`config.mk`:
```
export PLATFORM = sky130hd
export DESIGN_NAME = butterfly_pipe_flat
export DESIGN_NICKNAME = d
export VERILOG_FILES = /design/src/rtl/butterfly_pipe_if.sv /design/src/rtl/butterfly_pipe.sv /design/src/flat_wrapper.sv
export SDC_FILE = /design/constraint.sdc
export NUM_CORES = 1
export LEC_CHECK = 0
export ABC_AREA = 1
export BUFFER_PORTS_ARGS = -buffer_cell sky130_fd_sc_hd__buf_2
export CAP_MARGIN = 25
export CORE_MARGIN = 2
export CORE_UTILIZATION = 42
export DETAILED_ROUTE_END_ITERATION = 10
export HOLD_SLACK_MARGIN = 0.1
export REMOVE_ABC_BUFFERS = 1
export SLEW_MARGIN = 20
export SYNTH_ARGS = -nofsm -noshare
export SYNTH_HDL_FRONTEND = slang
export SYNTH_SLANG_ARGS = --single-unit
```
`constraint.sdc`:
```
create_clock -name clk -period 6.95 [get_ports clk]
set_input_delay 0 -clock clk [delete_from_list [all_inputs] [get_ports clk]]
set_output_delay 0 -clock clk [all_outputs]
set_load 0.05 [all_outputs]
```
`src/rtl/butterfly_pipe_if.sv`:
```
// -----------------------------------------------------------------------------
// butterfly_pipe_if
// Bundles the streaming handshake, operand/result buses and the overflow
// status/clear pair of the radix-2 butterfly.
//   slave  modport : used by the butterfly itself
//   master modport : used by whatever drives the butterfly (previous stage / bench)
// Signals:
//   in_valid/in_ready               input pair handshake
//   in_1_r/in_1_i, in_2_r/in_2_i    operands a and b (W-bit two's complement)
//   tw_sel                          twiddle select W8^0..W8^3
//   out_valid/out_ready             output pair handshake
//   out_1_r/out_1_i                 a + b*W8^k
//   out_2_r/out_2_i                 a - b*W8^k
//   ovf/ovf_clr                     sticky overflow flag and its clear
// -----------------------------------------------------------------------------
interface butterfly_pipe_if #(
  parameter int W = 8
);
  logic                in_valid;
  logic                in_ready;
  logic signed [W-1:0] in_1_r;
  logic signed [W-1:0] in_1_i;
  logic signed [W-1:0] in_2_r;
  logic signed [W-1:0] in_2_i;
  logic [1:0]          tw_sel;
  logic                out_valid;
  logic                out_ready;
  logic signed [W-1:0] out_1_r;
  logic signed [W-1:0] out_1_i;
  logic signed [W-1:0] out_2_r;
  logic signed [W-1:0] out_2_i;
  logic                ovf;
  logic                ovf_clr;

  modport slave (
    input  in_valid, in_1_r, in_1_i, in_2_r, in_2_i, tw_sel, out_ready, ovf_clr,
    output in_ready, out_valid, out_1_r, out_1_i, out_2_r, out_2_i, ovf
  );

  modport master (
    output in_valid, in_1_r, in_1_i, in_2_r, in_2_i, tw_sel, out_ready, ovf_clr,
    input  in_ready, out_valid, out_1_r, out_1_i, out_2_r, out_2_i, ovf
  );
endinterface

```
`src/rtl/butterfly_pipe.sv`:
```
// -----------------------------------------------------------------------------
// butterfly_pipe
// Two-stage pipelined radix-2 butterfly with runtime twiddle W8^0..W8^3.
//   Stage 1 registers a and b' = b*W8^k (rounded, narrowed to W bits).
//   Stage 2 registers a+b' and a-b' (narrowed to W bits).
// Valid/ready flow control with bubble collapsing; sticky overflow flag.
// Ports:
//   clk  rising-edge clock
//   rst  synchronous active-high reset (flushes the pipe, clears ovf)
//   bus  butterfly_pipe_if.slave (handshakes, operands, results, ovf/ovf_clr)
// Parameters:
//   N   data width exponent, W = 2**N (must match the interface W)
//   CF  fractional bits of C = round(2^CF/sqrt(2))
// Build option:
//   BUTTERFLY_SAT_EN  defined -> out-of-range results saturate;
//                     undefined -> results wrap (low W bits kept).
//   ovf is raised identically in both builds.
// -----------------------------------------------------------------------------
module butterfly_pipe #(
  parameter int N  = 3,
  parameter int CF = 8
) (
  input  logic             clk,
  input  logic             rst,
  butterfly_pipe_if.slave  bus
);
  localparam int W  = 32'sd1 <<< N;
  localparam int WS = W + 1;          // sum width
  localparam int PW = W + 1 + CF;     // product width

  // C = round(sqrt(2^(2CF-1))) computed by integer binary search.
  function automatic int calc_c(input int cf);
    longint x, lo, hi, mid;
    x  = 64'sd1 <<< (2 * cf - 1);
    lo = 64'sd0;
    hi = 64'sd1 <<< cf;
    while (lo < hi) begin
      mid = (lo + hi + 64'sd1) >>> 1;
      if (mid * mid <= x) lo = mid;
      else                hi = mid - 64'sd1;
    end
    // round up when (lo + 0.5)^2 <= x
    if (64'sd4 * lo * lo + 64'sd4 * lo + 64'sd1 <= 64'sd4 * x) lo = lo + 64'sd1;
    else                                                     lo = lo;
    return int'(lo);
  endfunction

  localparam logic signed [PW-1:0] C_K   = PW'(calc_c(CF));
  localparam logic signed [PW-1:0] RND_K = PW'(32'sd1 <<< (CF - 1));
  localparam logic signed [PW-1:0] MAX_V = PW'((32'sd1 <<< (W - 1)) - 32'sd1);
  localparam logic signed [PW-1:0] MIN_V = PW'(-(32'sd1 <<< (W - 1)));

  // Narrow to W bits; returns {overflow, value}.
  function automatic logic [W:0] narrow(input logic signed [PW-1:0] x);
    logic [W:0] res;
    if (x > MAX_V) begin
`ifdef BUTTERFLY_SAT_EN
      res = {1'b1, MAX_V[W-1:0]};
`else
      res = {1'b1, x[W-1:0]};
`endif
    end else if (x < MIN_V) begin
`ifdef BUTTERFLY_SAT_EN
      res = {1'b1, MIN_V[W-1:0]};
`else
      res = {1'b1, x[W-1:0]};
`endif
    end else begin
      res = {1'b0, x[W-1:0]};
    end
    return res;
  endfunction

  // rnd(s*C) then narrow; returns {overflow, value}.
  function automatic logic [W:0] rot_scale(input logic signed [WS-1:0] s);
    logic signed [PW-1:0] prod;
    prod = PW'(s) * C_K;
    prod = prod + RND_K;
    prod = prod >>> CF;
    return narrow(prod);
  endfunction

  // Pipeline state
  logic                s1_v, s2_v;
  logic signed [W-1:0] s1_a_r, s1_a_i, s1_b_r, s1_b_i;
  logic signed [W-1:0] o1_r, o1_i, o2_r, o2_i;
  logic                ovf;

  // Handshake
  logic s1_adv, s2_adv, in_xfer, s2_load;
  assign s2_adv  = !s2_v || bus.out_ready;
  assign s1_adv  = !s1_v || s2_adv;
  assign in_xfer = bus.in_valid && s1_adv;
  assign s2_load = s1_v && s2_adv;

  assign bus.in_ready  = s1_adv;
  assign bus.out_valid = s2_v;
  assign bus.out_1_r   = o1_r;
  assign bus.out_1_i   = o1_i;
  assign bus.out_2_r   = o2_r;
  assign bus.out_2_i   = o2_i;
  assign bus.ovf       = ovf;

  // Stage-1 rotation b' = b*W8^k
  logic signed [WS-1:0] b_sum, b_dif, b_neg;
  logic [W:0]           rot_r, rot_i;
  logic                 rot_ovf;

  // Rotation datapath for the incoming operand b.
  always_comb begin
    b_sum = WS'(bus.in_2_r) + WS'(bus.in_2_i);
    b_dif = WS'(bus.in_2_i) - WS'(bus.in_2_r);
    b_neg = -WS'(bus.in_2_r) - WS'(bus.in_2_i);
    rot_r = {1'b0, bus.in_2_r};
    rot_i = {1'b0, bus.in_2_i};
    case (bus.tw_sel)
      2'd0: begin
        rot_r = {1'b0, bus.in_2_r};
        rot_i = {1'b0, bus.in_2_i};
      end
      2'd1: begin
        rot_r = rot_scale(b_sum);
        rot_i = rot_scale(b_dif);
      end
      2'd2: begin
        // -(-2^(W-1)) does not fit and is flagged by narrow()
        rot_r = {1'b0, bus.in_2_i};
        rot_i = narrow(-PW'(bus.in_2_r));
      end
      2'd3: begin
        rot_r = rot_scale(b_dif);
        rot_i = rot_scale(b_neg);
      end
      default: begin
        rot_r = {1'b0, bus.in_2_r};
        rot_i = {1'b0, bus.in_2_i};
      end
    endcase
    rot_ovf = rot_r[W] || rot_i[W];
  end

  // Stage-2 add/sub
  logic signed [WS-1:0] add_r, add_i, sub_r, sub_i;
  logic [W:0]           n1_r, n1_i, n2_r, n2_i;
  logic                 add_ovf;

  // Butterfly add/sub on the stage-1 registers.
  always_comb begin
    add_r   = WS'(s1_a_r) + WS'(s1_b_r);
    add_i   = WS'(s1_a_i) + WS'(s1_b_i);
    sub_r   = WS'(s1_a_r) - WS'(s1_b_r);
    sub_i   = WS'(s1_a_i) - WS'(s1_b_i);
    n1_r    = narrow(PW'(add_r));
    n1_i    = narrow(PW'(add_i));
    n2_r    = narrow(PW'(sub_r));
    n2_i    = narrow(PW'(sub_i));
    add_ovf = n1_r[W] || n1_i[W] || n2_r[W] || n2_i[W];
  end

  // Pipeline registers and sticky overflow flag.
  always_ff @(posedge clk) begin
    if (rst) begin
      s1_v   <= 1'b0;
      s2_v   <= 1'b0;
      s1_a_r <= '0;
      s1_a_i <= '0;
      s1_b_r <= '0;
      s1_b_i <= '0;
      o1_r   <= '0;
      o1_i   <= '0;
      o2_r   <= '0;
      o2_i   <= '0;
      ovf    <= 1'b0;
    end else begin
      if (s1_adv) begin
        s1_v <= bus.in_valid;
        if (in_xfer) begin
          s1_a_r <= bus.in_1_r;
          s1_a_i <= bus.in_1_i;
          s1_b_r <= rot_r[W-1:0];
          s1_b_i <= rot_i[W-1:0];
        end
      end
      if (s2_adv) begin
        s2_v <= s1_v;
        if (s2_load) begin
          o1_r <= n1_r[W-1:0];
          o1_i <= n1_i[W-1:0];
          o2_r <= n2_r[W-1:0];
          o2_i <= n2_i[W-1:0];
        end
      end
      // a new overflow wins over a simultaneous clear
      if ((in_xfer && rot_ovf) || (s2_load && add_ovf)) ovf <= 1'b1;
      else if (bus.ovf_clr)                             ovf <= 1'b0;
    end
  end
endmodule

```
`src/flat_wrapper.sv`:
```
// flat-port wrapper written by rule: the top's interface ports become plain ports
module butterfly_pipe_flat 
#(
  parameter int N  = 3,
  parameter int CF = 8
)
  (clk, rst, bus_in_valid, bus_in_1_r, bus_in_1_i, bus_in_2_r, bus_in_2_i, bus_tw_sel, bus_out_ready, bus_ovf_clr, bus_in_ready, bus_out_valid, bus_out_1_r, bus_out_1_i, bus_out_2_r, bus_out_2_i, bus_ovf);
  butterfly_pipe_if #(.W(8)) bus_i ();
  input  logic clk;
  input  logic rst;
  input wire logic [$bits(bus_i.in_valid)-1:0] bus_in_valid;
  input wire logic [$bits(bus_i.in_1_r)-1:0] bus_in_1_r;
  input wire logic [$bits(bus_i.in_1_i)-1:0] bus_in_1_i;
  input wire logic [$bits(bus_i.in_2_r)-1:0] bus_in_2_r;
  input wire logic [$bits(bus_i.in_2_i)-1:0] bus_in_2_i;
  input wire logic [$bits(bus_i.tw_sel)-1:0] bus_tw_sel;
  input wire logic [$bits(bus_i.out_ready)-1:0] bus_out_ready;
  input wire logic [$bits(bus_i.ovf_clr)-1:0] bus_ovf_clr;
  output wire logic [$bits(bus_i.in_ready)-1:0] bus_in_ready;
  output wire logic [$bits(bus_i.out_valid)-1:0] bus_out_valid;
  output wire logic [$bits(bus_i.out_1_r)-1:0] bus_out_1_r;
  output wire logic [$bits(bus_i.out_1_i)-1:0] bus_out_1_i;
  output wire logic [$bits(bus_i.out_2_r)-1:0] bus_out_2_r;
  output wire logic [$bits(bus_i.out_2_i)-1:0] bus_out_2_i;
  output wire logic [$bits(bus_i.ovf)-1:0] bus_ovf;
  assign bus_i.in_valid = bus_in_valid;
  assign bus_i.in_1_r = bus_in_1_r;
  assign bus_i.in_1_i = bus_in_1_i;
  assign bus_i.in_2_r = bus_in_2_r;
  assign bus_i.in_2_i = bus_in_2_i;
  assign bus_i.tw_sel = bus_tw_sel;
  assign bus_i.out_ready = bus_out_ready;
  assign bus_i.ovf_clr = bus_ovf_clr;
  assign bus_in_ready = bus_i.in_ready;
  assign bus_out_valid = bus_i.out_valid;
  assign bus_out_1_r = bus_i.out_1_r;
  assign bus_out_1_i = bus_i.out_1_i;
  assign bus_out_2_r = bus_i.out_2_r;
  assign bus_out_2_i = bus_i.out_2_i;
  assign bus_ovf = bus_i.ovf;
  butterfly_pipe #(.N(N), .CF(CF)) u_core (.clk(clk), .rst(rst), .bus(bus_i));
endmodule
```
* Yosys cells after proc, flatten, opt, wreduce, memory -nomap -nowiden
Index checks and enable logic that the tools add are counted.
** Word-level totals
- Flip-flop bits (word level) :: 67
- Output and inout port bits :: 35
** Operators by class
- $add $sub $neg :: 12
- $mul :: 3
- $lt $le $gt $ge :: 16
- Equality and inequality tests :: 3
- Multiplexer cells :: 20
- Reduce and logical (&&, ||, !) cells :: 17
** Operators with widths (count)
- $mux 9 :: 16
- $pmux 9 s4 :: 2
- $gt 9x8->1 const B :: 7
- $lt 9x8->1 const B :: 7
- $add 17x9->17 const B :: 3
- $mul 9x9->17 const B :: 3
- $add 8x8->9 :: 3
- $sub 8x8->9 :: 3
- $gt 17x8->1 const B :: 1
- $lt 17x8->1 const B :: 1
- $neg 8->17 :: 1
- $neg 8->9 :: 1
- $sub 9x8->9 :: 1
- $logic_or 1x1->1 :: 7
- $eq 2x2->1 const B :: 2
- $logic_and 1x1->1 :: 4
- $reduce_and 2->1 :: 2
- $eq 2x1->1 const B :: 1
- $logic_not 1->1 :: 2
- $logic_not 2->1 :: 1
- $mux 1 :: 2
- $reduce_bool 2->1 :: 1

* Depth between registers and ports, before layout
Gate-level depths: netlist of the first run.
- Word-level depth :: 12
- Mapped depth :: 38
- Depth with buffers taken out :: 37

* Least setup slack after synthesis of the first run
OpenSTA, ideal clock, no wires.
- Kind :: input -> register
- Start :: input bus_in_2_r[1]
- End :: register u_core.ovf (netlist: u_core.bus.ovf)
- Arrival :: 5.375 ns
- Path slack :: 1.443 ns
- Cell stages on the path :: 35
- Cells stage by stage :: inv_1 > ha_1 > ha_1 > fa_1 > nand3_1 > and2_1 > o21ai_0 > a21o_1 > xnor2_1 > inv_1 > ha_1 > inv_1 > fa_1 > inv_1 > fa_1 > inv_1 > fa_1 > inv_1 > ha_1 > ha_1 > nand2_1 > inv_1 > nand3_1 > nor2_1 > nand2_1 > nand3_1 > nand2_1 > nand2_1 > nand2_1 > nand3_1 > nand2_1 > nor2_1 > nand2_1 > nand2_1 > a21oi_2
** On the way
- Cells in the longest elaborated chain, start to end :: 12
- Elaborated cells on any way between the ends :: 34
- Those cells by class :: add/sub (8); mul (3); order compare (8); mux (11); reduce/logical (4)
** RTL lines
- start, declared :: line flat_wrapper.sv:14 : input wire logic [$bits(bus_i.in_2_r)-1:0] bus_in_2_r;
- $neg 8->9 :: line butterfly_pipe.sv:113 : b_neg = -WS'(bus.in_2_r) - WS'(bus.in_2_i);
- $sub 9x8->9 :: line butterfly_pipe.sv:113
- $mul 9x9->17 :: line butterfly_pipe.sv:77 : prod = PW'(s) * C_K;
- $add 17x9->17 :: line butterfly_pipe.sv:78 : prod = prod + RND_K;
- $lt 9x8->1 :: line butterfly_pipe.sv:62 : end else if (x < MIN_V) begin
- $mux 9 :: line butterfly_pipe.sv:62
- $mux 9 :: line butterfly_pipe.sv:56 : if (x > MAX_V) begin
- $pmux 9 s4 :: line butterfly_pipe.sv:116 : case (bus.tw_sel)
- $logic_or 1x1->1 * :: line butterfly_pipe.sv:139 : rot_ovf = rot_r[W] || rot_i[W];
- $logic_and 1x1->1 * :: line butterfly_pipe.sv:194 : if ((in_xfer && rot_ovf) || (s2_load && add_ovf)) ovf <= 1'b1;
- $logic_or 1x1->1 * :: line butterfly_pipe.sv:194
- $mux 1 or $reduce_bool 2->1 (tied branches)
- end signal, assigned :: line butterfly_pipe.sv:173 : ovf <= 1'b0;
- end signal, assigned :: line butterfly_pipe.sv:194
- end signal, assigned :: line butterfly_pipe.sv:195 : else if (bus.ovf_clr) ovf <= 1'b0;
- end, declared :: line butterfly_pipe.sv:87 : logic ovf;
Every way passes the cells marked *; elsewhere a longest branch is shown, timed or not.
A chain may end at the register's enable or synchronous reset.

* Final worst setup path of the first run
- Start :: input bus_in_2_r[7]
- End :: register u_core.ovf (netlist: u_core.bus.ovf)
The elaborated chain is that of the path after synthesis.

==> results of run 1 <==
area by class of cell:
type                    instances  area share
repair buffers                 97      0.0530
flip-flops and latches         65       0.116
well taps                     319      0.0355
clock buffers                  13      0.0231
clock inverters                 3     0.00134
multi-input cells            1047       0.687
inverters                     253      0.0847
per-stage QoR:
stage	setup slack, ns	cell area [um2]	hold slack [ns]	instances
2_1_floorplan	1.44	9970	0.0624	1365
3_3_place_gp	0.837	10800	0.255	1760
3_5_place_dp	0.782	10800	0.259	1760
4_1_cts	1.11	11200	0.151	1796
5_1_grt	0.544	11200	0.162	1797
6_report	1.11	11200	0.150	1797
how the worst max path moves through the flow:
stage | end | slack [ns] | cells past startpoint
2_1_floorplan | u_core.bus.ovf | 1.44 | 35
3_3_place_gp | u_core.bus.ovf | 0.84 | 37
3_5_place_dp | u_core.bus.ovf | 0.78 | 36
4_1_cts | u_core.bus.ovf | 1.11 | 36
5_1_grt | u_core.bus.ovf | 0.54 | 36
6_report | u_core.bus.ovf | 1.11 | 36
cell usage in the layout (no fill, tap or decap), types with 4 or more instances in the layout:
master	count
nand2_1	300
inv_1	249
ha_1	205
a21oi_1	116
nor2_1	94
buf_2	73
o21ai_0	71
fa_1	70
dfxtp_1	65
nand3_1	55
xor2_1	42
dlygate4sd3_1	20
nor3_1	13
nand4_1	10
clkbuf_16	9
xnor2_1	8
a21o_1	7
nand2_2	7
o21bai_1	6
nand3b_1	5
a21oi_2	4
o2111ai_1	4
o211ai_1	4
o21a_1	4
buf_4	4
logic make-up (layout without fill, tap and decap cells):
kind of cell	after synthesis	after routing	share of synthesized area
xor gates and xnor gates	50	50	0.0432
buffers and inverters	284	366	0.110
and+or+nand+nor	495	495	0.204
adders and majority gates	275	275	0.391
DFF	65	65	0.128
AOI/OAI and AO/OA	227	227	0.124
cell usage after synthesis (all sizes together) (4+ instances only):
master	n	share of area
o21ai	71	0.035
fa	70	0.14
o21a	4	0.0030
nand3	56	0.029
o21bai	7	0.0056
o2111ai	4	0.0035
inv	253	0.094
a21o	7	0.0052
buf	17	0.0094
o211ai	4	0.0030
xnor2	8	0.0069
nand4	10	0.0062
ha	205	0.25
nor2	98	0.038
clkbuf	13	0.0051
nor3	14	0.0074
dfxtp	65	0.13
nand3b	5	0.0037
nand2	308	0.12
a21oi	120	0.061
xor2	42	0.036
what timing repair did:
action | CTS | global route
setup endpoints to repair | 0 | 0
hold endpoints to repair | 30 | 0
hold buffers | 20 | 0
gates resized for setup | 0 | 0
routing by layer:
| metal | routed length (um) | vias to the layer above |
|---|---|---|
| met2 | 11300 | 179 |
| met4 | 569 | 2 |
| li1 | - | 4622 |
| met5 | 13 | - |
| met3 | 1010 | 40 |
| met1 | 12500 | 4152 |
worst max-delay path, delay by kind of cell:
kind                     cells  cell delay (ns)
AO/OA/AOI/OAI                2             0.28
adder cells (fa/ha/maj)      8             3.48
buffers and inverters        9             0.80
AND/OR/NAND/NOR             17             1.48
flip-flops by register name, indices dropped and copies added (netlist names):
name	cells
u_core.bus.out_1_r	8
u_core.bus.out_2_i	8
u_core.s1_a_i	8
u_core.s1_a_r	8
u_core.s1_b_i	8
u_core.s1_b_r	8
u_core.bus.out_1_i	7
u_core.bus.out_2_r	7
u_core.bus.out_valid	1
u_core.bus.ovf	1
u_core.s1_v	1
==> results by group, run 1 <==
Final layout
  • N_diodes: 0
  • Layout fillers: 2,432
  • Nets@finish: 1,787
  • Area of the multi-input gates: 7720 um2
  • Post-layout util: 0.476
  • Register area: 1300 um2
  • Share of layout cells above drive strength 1: 0.0778
  • Area delta synth->final: 11.0%

Worst setup path
  • R2R Setup Slk: 4.67 ns
  • Crit Reg-Reg Endpoint: u_core.bus.ovf
  • Worst Setup Path Type: input port to flip-flop
  • Setup crit end kind: flip-flop
  • Critical path launch point: bus_in_2_r[7]
  • R2R cell count: 11
  • CP peak stage delay: 0.55 ns
  • Slowest CP cell: ha_1
  • Worst path arrival time: 6.05 ns
  • Reg2reg start: u_core.s1_b_r[0]
  • Top cell by count, worst path: nand2_1
  • WP data required: 7.16 ns
  • Max FO, Critical Path: 11
  • Critical Path Source Type: input port

Floorplanning
  • Die Area: 25,400 um2
  • Die width: 159 um
  • Site Rows: 56
  • Num ports: 74
  • Die Height: 159 um
  • Core ar.: 23,600 um2
  • Initial Util: 0.429

STA
  • Actual slew at the worst max-slew pin: 0.883 ns
  • RSZ-0062 raised after global routing: false
  • Setup violators final: 0
  • Tcrit/Tclk final: 0.841
  • Final hold viol count: 0
  • Fmax: 171 MHz
  • Final min period: 5.84 ns
  • Count of pins over their slew limit: 0
  • Slew headroom: 0.409
  • Final clock skew: 0.00301 ns
  • Setup TNS: 0 ns

Synth
  • Synthesized instance count: 1,396
  • FF+latch count, synth: 65
  • Netlist Area Pre-Place: 10,100 um2
  • FFs w/ async S/R, synth: 0
  • Avg Synthesized Cell Area: 7.26 um2
  • Seq/Total Area, Yosys: 0.128
  • Yosys synthesis warning count: 0
  • Yosys cell types: 43
  • EDFF count, synth: 0
  • Synth Flop Type: dfxtp_1

CTS
  • TritonCTS Buffers: 9
  • H-tree Lvls: 3
  • Post-CTS setup buffer count: 0
  • CTS tree: built
  • Skew-Pair Late Insertion Delay: 0.33 ns
  • # clock sinks: 65
  • Clk pin slew, worst setup/hold paths: 0.05 ns
  • Root buf cell: clkbuf_16
  • Clock Path Buffers: 2

Global routing
  • Initial antenna violation count: 1
  • Vias in the first global route: 8,842
  • GR Layer Usage met1: 0.283
  • Total GRT Usage: 0.206
  • GRT overflow: 0
  • Global-route wire length before repair: 43,300 um
  • Routing usage on met3: 0.0318
  • Largest net degree at the start of global routing: 56
  • M2 GR Usage: 0.340
  • Most Crowded Layer GR: met2

Min path
  • Hold depth: 5
  • Hold Crit Class: input port to flip-flop
  • Worst Hold Launch: bus_in_2_i[0]
  • Worst Hold Path EP: u_core.s1_b_i[0]

Detailed routing
  • Detail Route Antenna Nets: 0
  • Avg Vias per Cell: 5.01
  • DRT Pass-1 Iters: 7
  • Via total after detailed routing: 8,995
  • Post-route DRC: 0
  • Routed WL per cell: 14.1 um
  • Final wirelength: 25,400 um
  • DR iter-0 viols: 486

Status
  • Status: completed

Placed design
  • DP HPWL: 21,000 um
  • Count of input and output buffers: 73
  • Final Wtd Congestion: 0.934

Flow run
  • Max-cap violations: 0
Power of run 1 is not shown: default switching activity piles up to over one toggle a cycle in this logic, so the estimate is an artifact.
==> run 2, diff against run 1 <==
--- a/config.mk
+++ b/config.mk
@@ -5,7 +5,7 @@
 export SDC_FILE = /design/constraint.sdc
 export NUM_CORES = 1
 export LEC_CHECK = 0
-export ABC_AREA = 1
+export ABC_AREA = 0
 export BUFFER_PORTS_ARGS = -buffer_cell sky130_fd_sc_hd__buf_2
 export CAP_MARGIN = 25
 export CORE_MARGIN = 2
==> constraint.sdc (replaced) <==
create_clock -name clk -period 5.5 [get_ports clk]
set_input_delay 0 -clock clk [delete_from_list [all_inputs] [get_ports clk]]
set_output_delay 0 -clock clk [all_outputs]
set_load 0.05 [all_outputs]
==> run 2 against run 1 <==
The flow now finishes with violations (setup timing). Area after synthesis decreased by 7.4%. Die area fell by 7.2%. Non-clock buffer count is 162 higher. Critical path type unchanged.
==> results by group, run 2 <==
Min path
  • Hold Crit Class: input port to flip-flop
  • Worst Hold Path EP: u_core.s1_b_r[4]
  • Worst Hold Launch: bus_tw_sel[0]
  • Hold depth: 3 (-2)

Global routing
  • Initial antenna violation count: 0 (-1)
  • Largest net degree at the start of global routing: 67 (+20%)
  • Vias in the first global route: 7,996 (-9.6%)
  • GRT overflow: 0 (unchanged)
  • Global-route wire length before repair: 39,400 um (-8.9%)
  • Total GRT Usage: 0.204 (-0.00164)

Floorplanning
  • Site Rows: 54 (-3.6%)
  • Die width: 153 um (-3.7%)
  • Die Area: 23,600 um2 (-7.2%)
  • Num ports: 74 (unchanged)
  • Die Height: 153 um (-3.7%)
  • Core ar.: 21,900 um2 (-7.3%)
  • Initial Util: 0.429 (about the same)

Worst setup path
  • Top delay family on crit path: adder cells
  • R2R Setup Slk: 2.57 ns (-2.10 ns)
  • Cell depth of the worst setup path: 29 (-19%)
  • R2R cell count: 11 (unchanged)
  • CP Buf/Inv Count: 7 (-2)
  • Worst path arrival time: 5.73 ns (-0.32 ns)
  • Crit Reg-Reg Endpoint: u_core.bus.ovf
  • WP data required: 5.69 ns (-1.47 ns)
  • Max FO, Critical Path: 4 (-7)
  • Reg2reg start: u_core.s1_b_r[0]
  • Slowest CP cell: fa_1
  • Critical path launch point: bus_in_2_r[1]
  • CP peak stage delay: 0.47 ns (-0.08 ns)
  • Worst Setup Path Type: input port to flip-flop
  • Setup crit end kind: flip-flop
  • Critical Path Source Type: input port

CTS
  • Skew-Pair Late Insertion Delay: 0.33 ns (about the same)
  • Clock Path Buffers: 2 (unchanged)
  • H-tree Lvls: 3 (unchanged)
  • TritonCTS Buffers: 9 (unchanged)
  • # clock sinks: 65 (unchanged)
  • Clk pin slew, worst setup/hold paths: 0.06 ns (about the same)
  • Root buf cell: clkbuf_16
  • CTS tree: built

Status
  • Status: finished, violations left
  • Failing checks: setup timing

Final layout
  • Commonest non-fill, non-tap cells in the layout: 169 x ha_1, 153 x buf_4, 122 x inv_1
  • N_diodes: 0 (unchanged)
  • Post-layout util: 0.573 (+0.0969)
  • Share of layout cells above drive strength 1: 0.305 (+0.228)
  • Area delta synth->final: 33.7%
  • Layout fillers: 1,949 (-20%)
  • Commonest non-fill, non-tap cell in the layout: ha_1
  • Nets@finish: 1,602 (-10%)

Synth
  • Avg Synthesized Cell Area: 8.89 um2 (+22%)
  • Seq/Total Area, Yosys: 0.139 (+0.0102)
  • Post-synth top cells: 205 x ha_1, 139 x inv_1, 106 x nand2_1, 84 x a21oi_1, 70 x fa_1
  • Ranking of synthesized cells by area: ha_1 27%, fa_1 15%, dfxtp_1 14%
  • Yosys cell types: 70 (+63%)
  • Synth Flop Type: dfxtp_1
  • FF+latch count, synth: 65 (unchanged)
  • Synthesized instance count: 1,056 (-24%)
  • Yosys synthesis warning count: 0 (unchanged)
  • FFs w/ async S/R, synth: 0 (unchanged)
  • Netlist Area Pre-Place: 9390 um2 (-7.4%)
  • Count leader, synth: ha_1
  • Share of the synthesized area in the top cell type: 0.273 (+0.0201)
  • EDFF count, synth: 0 (unchanged)
  • Area leader, netlist: ha_1

Detailed routing
  • DRT Pass-1 Iters: 5 (-2)
  • Detail Route Antenna Nets: 0 (unchanged)
  • Final wirelength: 24,300 um (-4.5%)
  • Avg Vias per Cell: 5.04 (+0.65%)
  • Via total after detailed routing: 7,925 (-12%)
  • Routed WL per cell: 15.4 um (+9.1%)
  • Post-route DRC: 0 (unchanged)
  • DR iter-0 viols: 344 (-29%)

STA
  • Slew headroom: 0.518 (+0.109)
  • Final hold viol count: 0 (unchanged)
  • Setup violators final: 3 (+3)
  • Fmax: 181 MHz
  • Final clock skew: 0.00536 ns (+0.00236 ns)
  • Actual slew at the worst max-slew pin: 0.721 ns (-0.162 ns)
  • RSZ-0062 raised after global routing: true
  • Final min period: 5.53 ns
  • Tcrit/Tclk final: 1.01
  • Count of pins over their slew limit: 0 (unchanged)
  • Final worst slack: -0.0346 ns (-1.14 ns)

Placed design
  • Final Wtd Congestion: 0.838 (-10%)
  • Count of input and output buffers: 73 (unchanged)
  • DP HPWL: 19,200 um (-8.5%)

Flow run
  • Max-cap violations: 0 (unchanged)
run 2: through the flow:
stage | TNS (ns) | hold slack (ns) | setup WS [ns] | instance area (um2) | cells
final | -0.0527 | 0.191 | -0.0346 | 12500 | 1573
after global routing | -1.77 | 0.196 | -0.271 | 12500 | 1573
after CTS | -0.0368 | 0.183 | -0.0205 | 12200 | 1566
after detailed placement | -9.97 | 0.253 | -0.914 | 11000 | 1516
after global placement | -9.23 | 0.245 | -0.864 | 11000 | 1516
after floorplan | -3.08 | 0.0691 | -0.776 | 9210 | 1018
run 2: routing by layer:
| layer | up-vias | track usage | share of wire |
|---|---|---|---|
| met5 | - | 0 | 0 |
| met4 | 0 | 0.0612 | 0.027 |
| met3 | 44 | 0.0261 | 0.046 |
| met2 | 169 | 0.354 | 0.48 |
| met1 | 3665 | 0.266 | 0.45 |
| li1 | 4047 | - | - |
run 2: worst register-to-register path, cell delays in order, from the launching register on:
cell      delay [ns]
dfxtp_1         0.37
ha_1            0.19
inv_1           0.06
fa_1            0.40
a21oi_1         0.22
o211ai_1        0.16
or3_1           0.33
a31oi_1         0.22
xnor2_1         0.12
nor4_2          0.28
a21oi_1         0.12
or3_1           0.35
run 2: worst max-delay path by stage:
stage	endpoint	slack (ns)
6_report	u_core.s1_b_i[6]	-0.03
4_1_cts	u_core.s1_b_i[6]	-0.02
3_5_place_dp	u_core.bus.ovf	-0.91
5_1_grt	u_core.bus.ovf	-0.27
3_3_place_gp	u_core.bus.ovf	-0.86
2_1_floorplan	u_core.bus.ovf	-0.78
run 2: cell type report:
cell class | count | area [um2] | area share
multi-input cells | 813 | 8160 | 0.651
repair buffers | 259 | 1900 | 0.151
flip-flops and latches | 65 | 1300 | 0.104
inverters | 140 | 536 | 0.0427
well taps | 280 | 350 | 0.0279
clock buffers | 9 | 225 | 0.0180
clock inverters | 7 | 71.3 | 0.00569
run 2: cells by family (layout without fill, tap and decap cells):
family                   Yosys count  after routing  share of synthesized area
adder cells (fa/ha/maj)          275            275                      0.423
buffers and inverters            178            415                     0.0743
AO/OA/AOI/OAI                    183            183                      0.127
XOR/XNOR                          70             70                     0.0653
flip-flops                        65             65                      0.139
AND/OR/NAND/NOR                  268            268                      0.138
multiplexers                      17             17                     0.0343
run 2: timing repair:
item                                    CTS  global route
endpoints found under the setup margin   15            15
endpoints found under the hold margin    18             0
cloned                                    0             0
setup buffers                            15            10
hold buffers                             19             0
gates resized for setup                  99            64
pin swaps                                83            41
Power of run 2 is left out for the same reason.
